==> config.mk <==
export PLATFORM = sky130hd
export DESIGN_NAME = config_data_assembler
export DESIGN_NICKNAME = d
export VERILOG_FILES = /design/src/rtl/config_data_assembler.sv
export SDC_FILE = /design/constraint.sdc
export NUM_CORES = 1
export LEC_CHECK = 0
export ABC_AREA = 0
export CAP_MARGIN = 20
export CORE_MARGIN = 2
export CORE_UTILIZATION = 32
export DETAILED_ROUTE_END_ITERATION = 7
export PLACE_DENSITY = 0.49
export SLEW_MARGIN = 20
export SYNTH_ARGS = -nofsm -noshare
export SYNTH_HDL_FRONTEND = slang
export SYNTH_SLANG_ARGS = --single-unit
==> constraint.sdc <==
create_clock -name clk_in -period 4.3 [get_ports clk_in]
set_clock_uncertainty 0.1 [all_clocks]
set_input_delay 1.075 -clock clk_in [delete_from_list [all_inputs] [get_ports clk_in]]
set_output_delay 1.075 -clock clk_in [all_outputs]
set_load 0.01 [all_outputs]
==> src/rtl/config_data_assembler.sv <==
// Purpose: gathers strobed config words into one wide word for the TM shift-register writer.
// Latency: data_out/done update one clock after the edge that captures the last word.
// Backpressure: none; accepts one word per clock, including the word that arrives during LOAD.
//
// Ports: clk_in/rst_n clock and async active-low reset; data_in+pulse word strobe;
//        clear aborts the partial frame; data_out/done completed frame; busy, word_cnt
//        frame progress; timeout_err flags a partial frame dropped after an idle gap.
module config_data_assembler #(
    parameter int DATA_WIDTH     = 170,
    parameter int WORD_WIDTH     = 16,
    parameter int MSB_FIRST      = 0,
    parameter int TIMEOUT_CYCLES = 0,
    localparam int NUM_WORDS     = (DATA_WIDTH + WORD_WIDTH - 1) / WORD_WIDTH,
    localparam int TMP_WIDTH     = NUM_WORDS * WORD_WIDTH,
    localparam int CNT_W         = $clog2(NUM_WORDS + 1)
) (
    input  logic                  clk_in,
    input  logic                  rst_n,
    input  logic [WORD_WIDTH-1:0] data_in,
    input  logic                  pulse,
    input  logic                  clear,
    output logic [DATA_WIDTH-1:0] data_out,
    output logic                  done,
    output logic                  busy,
    output logic [CNT_W-1:0]      word_cnt,
    output logic                  timeout_err
);

    typedef enum logic [1:0] {S_IDLE, S_COLLECT, S_LOAD} state_t;

    localparam bit     TO_EN       = (TIMEOUT_CYCLES > 0);
    localparam int     IDLE_W      = TO_EN ? $clog2(TIMEOUT_CYCLES + 1) : 1;
    localparam logic [IDLE_W-1:0] IDLE_LIMIT = IDLE_W'(TO_EN ? TIMEOUT_CYCLES - 1 : 0);
    localparam logic [IDLE_W-1:0] IDLE_ONE   = IDLE_W'(1);
    localparam logic [CNT_W-1:0]  CNT_ONE    = CNT_W'(1);
    localparam logic [CNT_W-1:0]  LAST_IDX   = CNT_W'(NUM_WORDS - 1);
    // A single-word frame goes straight from its strobe to LOAD.
    localparam state_t FIRST_STATE = (NUM_WORDS == 1) ? S_LOAD : S_COLLECT;
    localparam bit     FIRST_BUSY  = (NUM_WORDS != 1);

    state_t                 state;
    logic [TMP_WIDTH-1:0]   frame_buf;
    logic [IDLE_W-1:0]      idle_cnt;
    logic [TMP_WIDTH-1:0]   first_buf;
    logic [DATA_WIDTH-1:0]  assembled;
    logic                   unused_pad;

    // Overwrite slot 'slot' of the buffer with 'w'; other slots are untouched.
    function automatic logic [TMP_WIDTH-1:0] place_word(
        input logic [TMP_WIDTH-1:0]  b,
        input logic [CNT_W-1:0]      slot,
        input logic [WORD_WIDTH-1:0] w
    );
        logic [TMP_WIDTH-1:0] r;
        r = b;
        for (int k = 0; k < NUM_WORDS; k++) begin
            if (slot == CNT_W'(k)) begin
                if (MSB_FIRST != 0) r[TMP_WIDTH-1-k*WORD_WIDTH -: WORD_WIDTH] = w;
                else                r[k*WORD_WIDTH +: WORD_WIDTH] = w;
            end
        end
        return r;
    endfunction

    // A new frame always starts from an empty buffer, so word 0 lands on zeros.
    assign first_buf = place_word('0, '0, data_in);

    // The padding slice (top for LSB-first, bottom for MSB-first) never reaches data_out.
    generate
        if (MSB_FIRST != 0) begin : g_msb
            assign assembled = frame_buf[TMP_WIDTH-1 -: DATA_WIDTH];
            if (TMP_WIDTH > DATA_WIDTH) begin : g_pad
                assign unused_pad = ^frame_buf[TMP_WIDTH-DATA_WIDTH-1:0];
            end else begin : g_nopad
                assign unused_pad = 1'b0;
            end
        end else begin : g_lsb
            assign assembled = frame_buf[DATA_WIDTH-1:0];
            if (TMP_WIDTH > DATA_WIDTH) begin : g_pad
                assign unused_pad = ^frame_buf[TMP_WIDTH-1:DATA_WIDTH];
            end else begin : g_nopad
                assign unused_pad = 1'b0;
            end
        end
    endgenerate

    always_ff @(posedge clk_in or negedge rst_n) begin
        if (!rst_n) begin
            state       <= S_IDLE;
            frame_buf   <= '0;
            idle_cnt    <= '0;
            data_out    <= '0;
            done        <= 1'b0;
            busy        <= 1'b0;
            word_cnt    <= '0;
            timeout_err <= 1'b0;
        end else begin
            done        <= 1'b0;
            timeout_err <= 1'b0;
            if (clear) begin
                // Abort wins over everything, including a strobe this cycle.
                state     <= S_IDLE;
                frame_buf <= '0;
                idle_cnt  <= '0;
                word_cnt  <= '0;
                busy      <= 1'b0;
            end else begin
                case (state)
                    S_IDLE: begin
                        if (pulse) begin
                            frame_buf <= first_buf;
                            word_cnt  <= CNT_ONE;
                            idle_cnt  <= '0;
                            state     <= FIRST_STATE;
                            busy      <= FIRST_BUSY;
                        end
                    end
                    S_COLLECT: begin
                        // A strobe in the expiry cycle is accepted; no error.
                        if (pulse) begin
                            frame_buf <= place_word(frame_buf, word_cnt, data_in);
                            word_cnt  <= word_cnt + CNT_ONE;
                            idle_cnt  <= '0;
                            if (word_cnt == LAST_IDX) begin
                                state <= S_LOAD;
                                busy  <= 1'b0;
                            end
                        end else if (TO_EN && idle_cnt == IDLE_LIMIT) begin
                            timeout_err <= 1'b1;
                            frame_buf   <= '0;
                            word_cnt    <= '0;
                            idle_cnt    <= '0;
                            state       <= S_IDLE;
                            busy        <= 1'b0;
                        end else if (TO_EN) begin
                            idle_cnt <= idle_cnt + IDLE_ONE;
                        end
                    end
                    S_LOAD: begin
                        data_out <= assembled;
                        done     <= 1'b1;
                        idle_cnt <= '0;
                        if (pulse) begin
                            frame_buf <= first_buf;
                            word_cnt  <= CNT_ONE;
                            state     <= FIRST_STATE;
                            busy      <= FIRST_BUSY;
                        end else begin
                            frame_buf <= '0;
                            word_cnt  <= '0;
                            state     <= S_IDLE;
                            busy      <= 1'b0;
                        end
                    end
                    default: begin
                        state     <= S_IDLE;
                        frame_buf <= '0;
                        idle_cnt  <= '0;
                        word_cnt  <= '0;
                        busy      <= 1'b0;
                    end
                endcase
            end
        end
    end

endmodule

# After elaboration in Yosys (flattened, before gate mapping)
# Index checks and enable logic that the tools add are counted.
# W data, S select, Z words.
# totals
output_inout_bits,177
regBits,348
# op_classes
bitwise,1
mux,35
reduce_logical,15
addsub,1
eq_ne,25
# op_table
op,n
$mux W170,3
$pmux W170 S3,1
$mux W16,11
$ne A3 B3 Y1 const B,13
$reduce_and A3 Y1,11
$eq A4 B3 Y1 const B,4
$eq A4 B4 Y1 const B,3
$mux W4,3
$pmux W4 S3,1
$mux W10,1
$mux W1,9
$eq A4 B2 Y1 const B,2
$mux W2,4
$pmux W2 S3,1
$add A4 B1 Y4 const B,1
$eq A4 B1 Y1 const B,1
$logic_not A4 Y1,1
$reduce_and A2 Y1,2
$pmux W1 S3,1
$eq A2 B1 Y1 const B,1
$eq A2 B2 Y1 const B,1
$logic_not A2 Y1,1
$not A1 Y1,1

# Logic depth before layout (Yosys ltp)
# Gate-level depths: netlist of the first run.
# logic_depth
word_depth,5
mapped_depth,7
depth_no_buf,5

# Worst setup path before layout of the first run
# Ideal clock, no wire load.
# synth_timing
path_type,in2reg
from,input clear
to,register frame_buf[10]
setup_slack_ps,1744
arrival_time_ps,2331
stages,6
n_path_buf,3
path_cell_list,buf_2 > or2_4 > a311o_1 > buf_6 > buf_12 > mux2_4
# synth_between
elab_chain_cells,2
word_cells_on_any_way,5
classes_between,3 x eq/ne; 1 x mux; 1 x reduce/logical
# synth_lines
element,line_no,rtl
"start, declared",21,"input logic clear,"
$ne A3 B3 Y1 (no line),-,
$reduce_and A3 Y1 (no line),-,
"end signal, assigned",111,frame_buf <= first_buf;
"end signal, assigned",121,"frame_buf <= place_word(frame_buf, word_cnt, data_in);"
"end signal, assigned",144,frame_buf <= first_buf;
"end, declared",42,logic [TMP_WIDTH-1:0] frame_buf;
# Parallel ways exist; a longest one is shown, timed or not.
# A chain may end at the register's enable or synchronous reset.

# Worst setup path after layout of the first run
# layout_timing
from,input pulse
to,register state[1]
# layout_between
elab_chain_cells,2
word_cells_on_any_way,3
classes_between,2 x eq/ne; 1 x reduce/logical
# layout_lines
element,line_no,rtl
"start, declared",20,"input logic pulse,"
$ne A3 B3 Y1 (no line),-,
$reduce_and A3 Y1 (no line) *,-,
"end signal, assigned",89,state <= S_IDLE;
"end signal, assigned",102,state <= S_IDLE;
"end signal, assigned",114,state <= FIRST_STATE;
"end, declared",41,state_t state;
# Mark *: on every way between the ends. The rest lies on a longest branch, timed or not.

==> flow_metrics.tcl, run 1 <==
set metrics [dict create \
    outcome "complete, no violations" \
    peakVddDrop_mv 0.200 \
    fin_crit_ns 3.10 \
    hold_path.class "reg -> reg" \
    syn-num-nets 1044 \
    ys_types 40 \
    required_ns 4.63 \
    io_buffers 195 \
    start_kind "primary input" \
    ys_warn_count 0 \
    worstMarginPinSlew_ns 1.01 \
    layout-drive-gt1-share_pct 22.2 \
    gp_congestion 0.723 \
    path_clk_slew_ns 0.06 \
    path_max_fanout 12 \
    fin_tns_setup_ns 0 \
    synth_seq_area_share_pct 61.3 \
    power_leakage_nw 8.88 \
    diodes 0 \
    dp_cells 1746 \
    final_common_cell "dfrtp_1" \
    hold_viol 0 \
    initial_utilization_pct 32.3 \
    crit_type "in -> reg" \
    post_cts_buffers 0 \
    cap_violations 0 \
    die-area_sq_um 46100 \
    max-slew-margin-rel_pct 32.8 \
    fillers 4159 \
    final-setup-viol-count 0 \
    rows 77 \
    num_io_pins 197 \
    antenna_found_initial 0 \
    synth_top_area_cell "dfrtp_1" \
    slew_viol_final 0 \
    insertion_delay_ns 0.55 \
    wire_per_inst_um 21.7 \
    wl_mm 39.4 \
    hold_buffers 0 \
    syn2layout_area_growth_pct 27.1 \
    fmax_mhz 323 \
    die_x_um 215 \
    nNetsFinal 1221 \
    cts.sink_count 348 \
    grt_max_degree 88 \
    core_sq_um 44000 \
    arrival_ns 3.43 \
    postCtsResizedCells 0 \
    rsz0062_at_grt "no" \
    endpoint_kind "register" \
    cts_buffers 41 \
    dr.pass1.iters 4 \
    final_cell_mix "dfrtp_1 (348), clkdlybuf4s50_1 (194), mux2_2 (167)" \
    cts_root_buf "clkbuf_16" \
    syn_inst 1020 \
    clock_path_buffers 3 \
    vias 8663 \
    die_y_um 215 \
    grt_use_total_pct 17.3 \
    cts_tree "yes" \
    grt_pass1_wl_mm 60.5 \
    viasPerCell 4.77 \
    grt_pass1_vias 9173 \
    netlist_area_sq_um 14200 \
    finalNonFillerCells 1818 \
    h-tree-depth 2 \
    fin_crit_sh_pct 72.1 \
    dp_hpwl_mm 23.6 \
    final_antenna_net_count 0 \
    ys_ff_latch 348 \
    avgSynthCellArea_sq_um 13.9 \
    drc 0 \
    drtIter0Drc 489 \
    power_density_nw_per_um2 389 \
    grt_overflow 0 \
    synth_area_leaders "dfrtp_1 (61%), mux2_2 (13%), mux2i_1 (11%), nand3_1 (5.2%), buf_2 (1.3%)" \
    synth_top_area_share_pct 61.3 \
]
[where the power goes]
part / internal [mW] / switching [mW]
Combinational: 0.0903 / 0.229
Sequential: 3.30 / 0.0177
Clock: 2.01 / 1.36
[registers in the layout, summed over array words and instances (netlist names)]
signal	flops
data_out	170
frame_buf	170
word_cnt	4
state	2
busy	1
done	1
[critical path: stages]
cell	delay, ns
clkdlybuf4s50_1	0.73
or3_1	0.55
nand3_1	0.68
nor4_1	0.40
[worst paths after layout]
path / startpoint / to / slack, ns / cells after the start
min in group asynchronous: rst_n / data_out[8] / 0.42 / 1
hold reg to reg: data_out[44] / data_out[44] / 0.39 / 1
setup reg to reg: state[1] / state[1] / 1.39 / 3
setup / recovery: pulse / state[1] / 1.20 / 4
max in group asynchronous: rst_n / data_out[48] / 2.66 / 2
hold / removal: data_out[44] / data_out[44] / 0.39 / 1
[cell families (layout without fill, tap and decap cells)]
logic type                 Yosys count  count (layout)  synth area share [%]
AOI/OAI and AO/OA                   27              27                  1.37
xor gates and xnor gates             2               2                 0.123
adders and majority gates            4               4                 0.352
buffers and inverters              106             312                  3.74
DFF                                348             348                  61.3
muxes                              340             340                  25.9
other                                1               1                0.0264
and+or+nand+nor                    192             192                  7.18
[synthesized netlist by cell type (all sizes together)]
cell type / instances
conb: 1
buf: 55
nor3: 1
o211ai: 1
xnor2: 1
a311o: 1
nand3: 154
a211oi: 16
inv: 28
and3: 1
o21ai: 2
clkbuf: 23
o21a: 1
a21oi: 3
nand3b: 1
mux2i: 154
nor4: 1
ha: 4
o31ai: 1
xor2: 1
nand2b: 2
a311oi: 1
dfrtp: 348
o221ai: 1
nor2b: 4
nand2: 17
and2b: 1
mux2: 186
nor3b: 2
or3: 3
nor2: 4
or2: 1
[routing by layer]
| layer | vias to the layer above | GRT usage (%) | part of all wire (%) |
|---|---|---|---|
| met2 | 188 | 26.0 | 46 |
| met3 | 51 | 3.60 | 4.9 |
| met1 | 4459 | 24.8 | 47 |
| met5 | - | 0 | 0 |
| li1 | 3965 | - | - |
| met4 | 0 | 5.76 | 2.5 |
[area by class of cell]
class                           count  area, sq um  share of cell area (%)
Sequential cell                   348         8710                    48.3
Multi-Input combinational cell    566         4990                    27.7
Timing Repair Buffer              212         2180                    12.1
Clock buffer                       63         1260                    6.99
Tap cell                          592          741                    4.10
Inverter                           28          105                   0.582
Clock inverter                      9         51.3                   0.284
[per-stage QoR]
step / total power, mW / util, % / setup WS (ns) / hold WS (ns) / instance area, sq um
floorplan: 3.53 / - / 1.74 / 0.364 / 14200
global placement: 3.71 / 38.0 / 0.759 / 0.372 / 16700
CTS: 7.14 / 41.0 / 1.23 / 0.391 / 18000
detailed placement: 3.71 / 38.0 / 0.655 / 0.378 / 16700
global route: 7.31 / 41.0 / 1.05 / 0.408 / 18000
finish: 7.01 / 41.0 / 1.20 / 0.387 / 18000
Power figures use the tool's default switching activity.
==> run 2: changes to the inputs <==
Settings changed: PLACE_DENSITY 0.49 to 0.51.
Clock period 4.3 ns to 2.78 ns, I/O delays scaled along.
==> run 2 against run 1 <==
- clock power up 58%
- total power up 57%
- global-route usage down 0.13 points
- non-clock buffer count up 52
- final cell count up 2.7%
- die area unchanged
- clock-buffer cell count down 7
- critical path depth down 3
- first-iteration DRC count up 17%
==> flow_metrics.tcl, run 2 (same netlist as run 1, synthesis figures left out) <==
set metrics [dict create \
    outcome "complete, no violations" \
    final_antenna_net_count 0 \
    gp_congestion 0.746 \
    cap_violations 0 \
    p_int_mw 8.51 \
    crit_chain "clkdlybuf4s50_1" \
    path_buf_inv 1 \
    dp_slack_ns 0.0193 \
    power_density_nw_per_um2 591 \
    peakVddDrop_mv 0.327 \
    fin_crit_sh_pct 89.0 \
    fmax_mhz 404 \
    clock_path_buffers 3 \
    viasPerCell 4.76 \
    grt_max_degree 80 \
    diodes 0 \
    antenna_found_initial 0 \
    final_common_cell "dfrtp_1" \
    layout-drive-gt1-share_pct 25.6 \
    layout_setup_ws_ns 0.305 \
    rows 77 \
    path_clk_slew_ns 0.06 \
    drtIter0Drc 571 \
    cts.sink_count 348 \
    largestRegisters "data_out (170), frame_buf (170), word_cnt (4)" \
    path_delay_family "buffers and inverters" \
    cpPeakStageDelay_ns 0.67 \
    initial_utilization_pct 32.3 \
    finalNonFillerCells 1867 \
    wl_mm 39.0 \
    grt_use_total_pct 17.2 \
    required_ns 1.99 \
    io_buffers 195 \
    path_max_fanout 6 \
    nNetsFinal 1272 \
    die_y_um 215 \
    power_leakage_nw 9.19 \
    power_frac_comb_pct 5.0 \
    core_sq_um 44000 \
    switching_power_mw 2.49 \
    worst-r2r-setup-slack_ns 0.65 \
    final-setup-viol-count 0 \
    final_cell_mix "dfrtp_1 (348), clkdlybuf4s50_1 (194), mux2_2 (167)" \
    dp_hpwl_mm 25.9 \
    worstMarginPinSlew_ns 0.602 \
    dr.pass1.iters 4 \
    postCtsResizedCells 0 \
    hold_buffers 1 \
    fin_tns_setup_ns 0 \
    vias 8883 \
    clkPwrFrac_pct 48.4 \
    arrival_ns 1.68 \
    max-slew-margin-rel_pct 59.9 \
    die_x_um 215 \
    rsz0062_at_grt "no" \
    die-area_sq_um 46100 \
    dp_cells 1797 \
    grt_pass1_vias 9619 \
    hold_viol 0 \
    syn2layout_area_growth_pct 31.1 \
    swShare_pct 22.7 \
    post_cts_buffers 0 \
    p_seq_share_pct 46.6 \
    endpoint_kind "primary output" \
    slowest_stage "clkdlybuf4s50_1" \
    insertion_delay_ns 0.55 \
    cts_tree "yes" \
    cts_buffers 40 \
    num_io_pins 197 \
    fin_crit_ns 2.47 \
    hold_path.class "reg -> reg" \
    drc 0 \
    crit_type "reg -> out" \
    grt_pass1_wl_mm 60.5 \
    wire_per_inst_um 20.9 \
    cts_root_buf "clkbuf_16" \
    slew_viol_final 0 \
    start_kind "register" \
    grt_overflow 0 \
    h-tree-depth 2 \
    whs_ns 0.390 \
]
[run 2: changes by cell type in the layout (fill, tap and decap cells not counted)]
cell / change
bufinv_16: +2
clkinv_8: +1
clkbuf_16: -1
clkinvlp_4: +2
dlygate4sd3_1: +1
buf_12: +12
buf_4: +39
inv_6: -1
clkbuf_1: -6
[run 2: worst paths after layout]
kind	start	to	cells past startpoint
max	word_cnt[0]	word_cnt[0]	1
min	data_out[40]	data_out[40]	1
max reg2reg	state[1]	frame_buf[74]	3
min reg2reg	data_out[40]	data_out[40]	1
max in group asynchronous	rst_n	frame_buf[31]	3
min in group asynchronous	rst_n	data_out[131]	2
[run 2: final cells by class]
cell class,instances,area [sq um]
clock inverters,13,134
multi-input cells,566,4990
fillers,4119,25400
well taps,592,741
clock buffers,56,1210
flip-flops and latches,348,8710
inverters,28,105
repair buffers,264,2730
[run 2: power groups by stage]
| stage | clock network [mW] | logic (mW) | registers [mW] |
|---|---|---|---|
| 2_1_floorplan | 0 | 0.242 | 5.21 |
| 3_3_place_gp | 0 | 0.563 | 5.22 |
| 3_5_place_dp | 0 | 0.565 | 5.22 |
| 4_1_cts | 5.49 | 0.567 | 5.13 |
| 5_1_grt | 5.72 | 0.604 | 5.13 |
| 6_report | 5.33 | 0.552 | 5.13 |
[run 2: through the flow]
stage | util, % | cell area (sq um) | total power, mW
CTS | 42.3 | 18600 | 11.2
finish | 42.3 | 18600 | 11.0
global placement | 39.2 | 17300 | 5.79
detailed placement | 39.2 | 17300 | 5.79
global route | 42.3 | 18600 | 11.5
floorplan | - | 14200 | 5.46
[run 2: layer usage]
layer,GRT usage (%),wire (um),up-vias
met5,0,0,-
li1,-,-,4059
met2,27.2,18200,183
met3,3.45,1700,45
met4,5.12,740,0
met1,23.8,18300,4596
==> run 3: changes to the inputs <==
Settings changed: SKIP_LAST_GASP set to 1.
==> results of run 3 <==
Final layout, timing and power as in run 2 (identical DEF).
